## config.mk

```make
export PLATFORM = sky130hd
export DESIGN_NAME = clock_monitor
export DESIGN_NICKNAME = d
export VERILOG_FILES = /design/src/rtl/clock_monitor.sv
export SDC_FILE = /design/constraint.sdc
export NUM_CORES = 1
export LEC_CHECK = 0
export CORE_MARGIN = 3
export CORE_UTILIZATION = 45
export DETAILED_ROUTE_END_ITERATION = 7
export PLACE_DENSITY = 0.66
export SLEW_MARGIN = 5
export SYNTH_ARGS = -nofsm -noshare
export SYNTH_HDL_FRONTEND = slang
export SYNTH_SLANG_ARGS = --single-unit
```

## constraint.sdc

```tcl
create_clock -name clk -period 2.8 [get_ports clk]
set_input_delay 0.28 -clock clk [delete_from_list [all_inputs] [get_ports clk]]
set_output_delay 0.28 -clock clk [all_outputs]
set_load 0.05 [all_outputs]
```

## src/rtl/clock_monitor.sv

```systemverilog
// Measures period and high time of a clock-like input sampled on clk, and flags
// out-of-window periods and a stuck (edgeless) input.
module clock_monitor #(
    parameter int COUNT_WIDTH = 16,
    parameter int MIN_PERIOD  = 4,
    parameter int MAX_PERIOD  = 64,
    parameter int TIMEOUT     = 1000
) (
    input  logic                   clk,
    input  logic                   rst_n,
    input  logic                   enable,
    input  logic                   testClk,
    output logic [COUNT_WIDTH-1:0] period,
    output logic [COUNT_WIDTH-1:0] highTime,
    output logic                   measValid,
    output logic                   outOfRange,
    output logic                   stuck,
    output logic [7:0]             edgeCount
);

    typedef enum logic [1:0] {IDLE, ARM, MEASURE} state_e;

    localparam logic [COUNT_WIDTH-1:0] CNT_ONE  = COUNT_WIDTH'(1);
    localparam logic [COUNT_WIDTH-1:0] CNT_MAX  = '1;
    localparam logic [COUNT_WIDTH-1:0] TO_LAST  = COUNT_WIDTH'(TIMEOUT - 1);
    localparam logic [COUNT_WIDTH:0]   MIN_P    = (COUNT_WIDTH + 1)'(MIN_PERIOD);
    localparam logic [COUNT_WIDTH:0]   MAX_P    = (COUNT_WIDTH + 1)'(MAX_PERIOD);

    logic                   s1_q, s2_q, s3_q;
    state_e                 state_q, state_d;
    logic [COUNT_WIDTH-1:0] cnt_q, cnt_d;
    logic [COUNT_WIDTH-1:0] hcnt_q, hcnt_d;
    logic [COUNT_WIDTH-1:0] period_q, period_d;
    logic [COUNT_WIDTH-1:0] high_q, high_d;
    logic                   meas_valid_q, meas_valid_d;
    logic                   oor_q, oor_d;
    logic                   stuck_q, stuck_d;
    logic [7:0]             edge_cnt_q, edge_cnt_d;

    logic                   rise;
    logic [COUNT_WIDTH:0]   per_full;
    logic [COUNT_WIDTH-1:0] per_sat;

    assign rise     = s2_q & ~s3_q;
    // One extra bit so the window compare sees the true cnt+1 even at saturation.
    assign per_full = {1'b0, cnt_q} + (COUNT_WIDTH + 1)'(1);
    assign per_sat  = per_full[COUNT_WIDTH] ? CNT_MAX : per_full[COUNT_WIDTH-1:0];

    always_comb begin
        state_d      = state_q;
        cnt_d        = cnt_q;
        hcnt_d       = hcnt_q;
        period_d     = period_q;
        high_d       = high_q;
        meas_valid_d = 1'b0;
        oor_d        = oor_q;
        stuck_d      = stuck_q;
        edge_cnt_d   = edge_cnt_q;

        if (!enable) begin
            // Dropping enable discards any measurement in flight.
            state_d = IDLE;
            cnt_d   = '0;
            hcnt_d  = '0;
            oor_d   = 1'b0;
            stuck_d = 1'b0;
        end else begin
            case (state_q)
                IDLE: begin
                    cnt_d   = '0;
                    hcnt_d  = '0;
                    oor_d   = 1'b0;
                    stuck_d = 1'b0;
                    state_d = ARM;
                end
                ARM: begin
                    if (rise) begin
                        cnt_d   = '0;
                        hcnt_d  = CNT_ONE;
                        state_d = MEASURE;
                    end else if (cnt_q == TO_LAST) begin
                        stuck_d = 1'b1;
                        cnt_d   = '0;
                    end else begin
                        cnt_d = cnt_q + CNT_ONE;
                    end
                end
                MEASURE: begin
                    // A rise coinciding with the timeout cycle still counts as a rise.
                    if (rise) begin
                        period_d     = per_sat;
                        high_d       = hcnt_q;
                        meas_valid_d = 1'b1;
                        edge_cnt_d   = edge_cnt_q + 8'd1;
                        oor_d        = (per_full < MIN_P) || (per_full > MAX_P);
                        stuck_d      = 1'b0;
                        cnt_d        = '0;
                        hcnt_d       = CNT_ONE;
                    end else if (cnt_q == TO_LAST) begin
                        stuck_d = 1'b1;
                        cnt_d   = '0;
                        hcnt_d  = '0;
                        state_d = ARM;
                    end else begin
                        if (cnt_q != CNT_MAX) cnt_d = cnt_q + CNT_ONE;
                        if (s2_q && hcnt_q != CNT_MAX) hcnt_d = hcnt_q + CNT_ONE;
                    end
                end
                default: state_d = IDLE;
            endcase
        end
    end

    always_ff @(posedge clk or negedge rst_n) begin
        if (!rst_n) begin
            s1_q         <= 1'b0;
            s2_q         <= 1'b0;
            s3_q         <= 1'b0;
            state_q      <= IDLE;
            cnt_q        <= '0;
            hcnt_q       <= '0;
            period_q     <= '0;
            high_q       <= '0;
            meas_valid_q <= 1'b0;
            oor_q        <= 1'b0;
            stuck_q      <= 1'b0;
            edge_cnt_q   <= '0;
        end else begin
            s1_q         <= testClk;
            s2_q         <= s1_q;
            s3_q         <= s2_q;
            state_q      <= state_d;
            cnt_q        <= cnt_d;
            hcnt_q       <= hcnt_d;
            period_q     <= period_d;
            high_q       <= high_d;
            meas_valid_q <= meas_valid_d;
            oor_q        <= oor_d;
            stuck_q      <= stuck_d;
            edge_cnt_q   <= edge_cnt_d;
        end
    end

    assign period     = period_q;
    assign highTime   = high_q;
    assign measValid  = meas_valid_q;
    assign outOfRange = oor_q;
    assign stuck      = stuck_q;
    assign edgeCount  = edge_cnt_q;

endmodule
```

; ---- Yosys cells after proc, flatten, opt, wreduce, memory -nomap -nowiden
; Cells that the tools add are included.
; W data, S select, Z words.
[op_classes]
muxes = 30
magnitude_cmp = 2
n_addsub = 4
eq_ne = 14
n_reduce_logical = 9
bitwise = 2
[op_table]
columns = op, count
row1 = $mux W16, 12
row2 = $pmux W16 S3, 2
row3 = $add A16 B1 Y16 const B, 2
row4 = $ne A16 B16 Y1 const B, 2
row5 = $add A16 B1 Y17 const B, 1
row6 = $gt A17 B7 Y1 const B, 1
row7 = $lt A17 B3 Y1 const B, 1
row8 = $eq A16 B10 Y1 const B, 1
row9 = $ne A3 B3 Y1 const B, 5
row10 = $ne A5 B5 Y1 const B, 2
row11 = $mux W1, 9
row12 = $reduce_and A3 Y1, 3
row13 = $add A8 B1 Y8 const B, 1
row14 = $mux W2, 4
row15 = $pmux W2 S3, 1
row16 = $reduce_and A2 Y1, 3
row17 = $ne A4 B1 Y1 const B, 1
row18 = $ne A3 B1 Y1 const B, 1
row19 = $pmux W1 S3, 1
row20 = $eq A2 B1 Y1 const B, 1
row21 = $eq A2 B2 Y1 const B, 1
row22 = $logic_not A2 Y1, 1
row23 = $pmux W1 S2, 1
row24 = $and A1 B1 Y1, 1
row25 = other kinds (3), 3
[totals]
input_bits = 4
word_cells = 73
regBits = 80
output_inout_bits = 43

; ---- Longest topological paths before layout
[logic_depth]
word_depth = 7
ltp_mapped = 9
ltp_nobuf = 7

; ---- Worst setup path before layout
; Ideal clock, no wire load.
[synth_timing]
path_kind = reg2reg
start = register state_q[0]
end = register hcnt_q[7]
arrival_time_ps = 2212
period_less_slack_ps = 2315
setup_slack_ps = 485
n_path_buf = 3
setup_ps = 104
required_ps = 2696
stages_incl_launch_ff = 10
path_cell_list = dfrtp_1 > inv_1 > ha_1 > clkbuf_1 > or4b_1 > o21ai_0 > buf_2 > buf_2 > o31ai_1 > o41ai_2
[synth_via]
elab_chain_cells = 3
word_cells_on_any_way = 9
classes_between = eq/ne: 5 / mux: 2 / reduce/logical: 2
[synth_lines]
columns = item, line
row1 = from (decl), 30  ; state_e state_q, state_d;
row2 = from (signal assigned), 132  ; state_q <= state_d;
row3 = $eq A2 B2 Y1 (tied with other cells), 68  ; case (state_q)
row4 = $ne A5 B5 Y1 (no source line) (tied with other cells), --
row5 = $reduce_and A3 Y1 (no source line) or $mux W16 (tied branches), --
row6 = to (signal assigned), 134  ; hcnt_q <= hcnt_d;
row7 = to (decl), 32  ; logic [COUNT_WIDTH-1:0] hcnt_q, hcnt_d;
; Several ways; a longest one is shown, not always the timed one.
; A chain may end at the register's enable or synchronous reset.

; ---- Worst setup path after layout
[layout_timing]
start = register state_q[0]
end = register hcnt_q[12]
; The elaborated chain is that of the path after synthesis.

==> impl_metrics.env <==
export IMPL_drv_cap=0
export IMPL_first_iter_violations=214
export IMPL_synth_area_leaders="dfrtp_1, nand2_1, o21ai_0"
export IMPL_status="finished, final reports clean"
export IMPL_antenna_found_initial=0
export IMPL_critPathKind="register to register"
export IMPL_die_h_um=105
export IMPL_fin_tns_setup_ns=0
export IMPL_internal_power_uw=2160
export IMPL_antenna_cells=0
export IMPL_routabilityCongestion=0.945
export IMPL_dr_pass1_iters=5
export IMPL_yosys_area_share_simple_pct=26.4
export IMPL_worstMarginPinSlew_ns=0.659
export IMPL_avgSynthCellArea_um2=9.10
export IMPL_relSlewSlack_pct=56.1
export IMPL_rsz0062_at_grt="false"
export IMPL_drive_gt1_share_pct=11.8
export IMPL_synth_top_family_by_area="simple AND/OR/NAND/NOR gates"
export IMPL_cts_resized=0
export IMPL_post_synth_num_cell_types=63
export IMPL_cts_made_buffers=9
export IMPL_initial_core_util_pct=46.9
export IMPL_p_clk_share_pct=28.0
export IMPL_hold_class="register to register"
export IMPL_clock_sinks=80
export IMPL_pwr_share_comb_pct=32.6
export IMPL_synth_ff_type="dfrtp_1"
export IMPL_port_buffers=46
export IMPL_cts_tree="done"
export IMPL_required_ns=3.05
export IMPL_vdd_drop_max_uv=318
export IMPL_multi_input_area_um2=2190
export IMPL_drtAntennaViolNets=0
export IMPL_grt_overflow=0
export IMPL_cts_hold_buffers=1
export IMPL_cp_cell_sequence="inv_1, ha_1, or4b_1, o21ai_1, buf_4, nor4_1, o21ba_2"
export IMPL_grt_max_degree=54
export IMPL_power_share_switching_pct=37.4
export IMPL_yosys_area_top_type_share_pct=45.5
export IMPL_wl_per_cell_um=16.1
export IMPL_dpl_hpwl_um=7790
export IMPL_area_growth_pct=19.6
export IMPL_grt_pass1_vias=3599
export IMPL_grt_pass1_wl_um=18400
export IMPL_postCtsSetupRepairBufs=0
export IMPL_fill_cells=858
export IMPL_synthMuxAreaShare_pct=0.484
export IMPL_dpl_worst_slack_ns=0.403
export IMPL_cts_root_buf="clkbuf_8"
export IMPL_yosysMostFrequentCell="nand2_1"
export IMPL_worst_slack_ns=0.361
export IMPL_synth_seq_cells=80
export IMPL_io_pins=47
export IMPL_switchingPower_uw=1290
export IMPL_pwr_share_seq_pct=39.4
export IMPL_syn_num_nets=494
export IMPL_die_x_um=105
export IMPL_setup_viol=0
export IMPL_arrival_ns=2.69
export IMPL_start_kind="register"
export IMPL_endpoint_kind="register"
export IMPL_drt_drc_violations_left=0
export IMPL_maxSlewViolCount=0
export IMPL_synth_xor_area_share_pct=3.79
export IMPL_synth_compound_area_share_pct=17.3
export IMPL_synth_area_um2=4400
export IMPL_cts_max_path_buffers=2
export IMPL_h_tree_depth=3
export IMPL_p_leak_uw=0.00220
export IMPL_synth_fa_ha_area_share_pct=1.99
export IMPL_synth_edf_count=0
export IMPL_yosysTopAreaCell="dfrtp_1"
export IMPL_synth_common_cells="nand2_1, dfrtp_1, o21ai_0"
export IMPL_power_density_nw_per_um2=657
export IMPL_async_flop_share_pct=100
export IMPL_hold_viol=0
export IMPL_cp_max_fo=20
export IMPL_core_area_um2=9370
export IMPL_track_usage_pct=20.5
export IMPL_ys_warn_count=0
export IMPL_yosysSeqAreaShare_pct=45.5
export IMPL_clock_latency_ns=0.36
export IMPL_fmax_mhz=410
export IMPL_finClkSkew_ns=0.0139
export IMPL_stdcell_area_um2=5260
export IMPL_critPathMaxStageDelay_ns=0.63
export IMPL_clkTransAtPathRegs_ns=0.08
export IMPL_placed_cell_area_um2=5020
export IMPL_fin_crit_sh_pct=87.1
export IMPL_row_count=35
export IMPL_layout_nets=542
export IMPL_fin_crit_ns=2.44
export IMPL_synthCells=483
export IMPL_crit_path_top_delay_cell="or4b_1"
export IMPL_drt_vias_per_instance=5.70
export IMPL_seqCellArea_um2=2000
export IMPL_dieArea_um2=11000
export IMPL_via_count=3789
export IMPL_drt_total_wl_um=10700
==> final cells by class <==
| type | instances | share of cell area, % |
|---|---|---|
| multi-input cells | 361 | 41.7 |
| clock inverters | 7 | 1.98 |
| flip-flops and latches | 80 | 38.1 |
| repair buffers | 70 | 12.2 |
| well taps | 129 | 3.07 |
| inverters | 9 | 0.643 |
| clock buffers | 9 | 2.36 |
==> worst paths after layout <==
| kind | startpoint | to | slack, ns | depth (start not counted) |
|---|---|---|---|---|
| worst min register to register | s1_q | s2_q | 0.36 | 0 |
| worst max-delay path | state_q[0] | hcnt_q[12] | 0.36 | 7 |
| min in group asynchronous | rst_n | highTime[11] | 0.49 | 2 |
| worst min-delay path | s1_q | s2_q | 0.36 | 0 |
| worst max register to register | state_q[0] | hcnt_q[12] | 0.36 | 7 |
| max in group asynchronous | rst_n | s2_q | 1.65 | 3 |
==> cell usage in the layout, fill, tap and decap left out, types with 4 or more instances in the layout <==
cell	count
a21oi_1	21
a31oi_1	9
and2_1	4
and3_1	5
and4_1	5
buf_4	24
clkbuf_8	9
clkdlybuf4s50_1	45
dfrtp_1	80
ha_1	7
inv_1	8
nand2_1	85
nand2b_1	9
nand3_1	22
nand4_1	16
nor2_1	25
nor3_1	18
nor3b_1	5
o21ai_0	25
o21ai_2	6
o31ai_1	16
o41ai_1	4
or3_1	4
or4_1	7
xnor2_1	11
xor2_1	8
==> power by group through the flow <==
stage | Sequential, µW | Combinational (µW) | Clock, µW
2_1_floorplan | 1730 | 408 | 0
3_3_place_gp | 1380 | 1110 | 0
3_5_place_dp | 1380 | 1120 | 0
4_1_cts | 1360 | 1130 | 993
5_1_grt | 1380 | 1210 | 1060
6_report | 1360 | 1130 | 967
==> cells by family (layout without fill, tap and decap cells) <==
group,count (synthesis),count (layout)
xor+xnor,19,19
mux,2,2
flops,80,80
simple gates,223,223
fa+ha+maj,7,7
compound gates,110,110
buf+inv,42,95
==> routing by layer <==
layer	GRT usage [%]	share of wire, %
met1	28.7	47
met2	32.0	47
met3	3.77	4.9
met4	6.94	1.7
met5	0	0
==> worst max-delay path, delay by kind of cell (launching register included) <==
| family | cells | cell delay (ns) |
|---|---|---|
| adders and majority gates | 1 | 0.33 |
| AOI/OAI and AO/OA | 2 | 0.44 |
| and+or+nand+nor | 2 | 0.71 |
| DFF | 1 | 0.43 |
| buffers and inverters | 2 | 0.41 |
==> metrics by stage <==
stage / power (µW) / std cells / hold WS (ns) / util (%)
4_1_cts: 3480 / 665 / 0.363 / 56.1
5_1_grt: 3640 / 665 / 0.363 / 56.1
6_report: 3450 / 665 / 0.362 / 56.1
3_5_place_dp: 2510 / 648 / 0.350 / 53.6
3_3_place_gp: 2490 / 648 / 0.335 / 53.6
2_1_floorplan: 2130 / 483 / -0.0156 / -
==> sequential cells by signal (all words and copies together), names as in the netlist, 2 cells and up <==
register,flops
highTime,16
cnt_q,16
period,16
state_q,2
edgeCount,8
hcnt_q,16
Note: power is estimated with default switching activity, not from simulation.
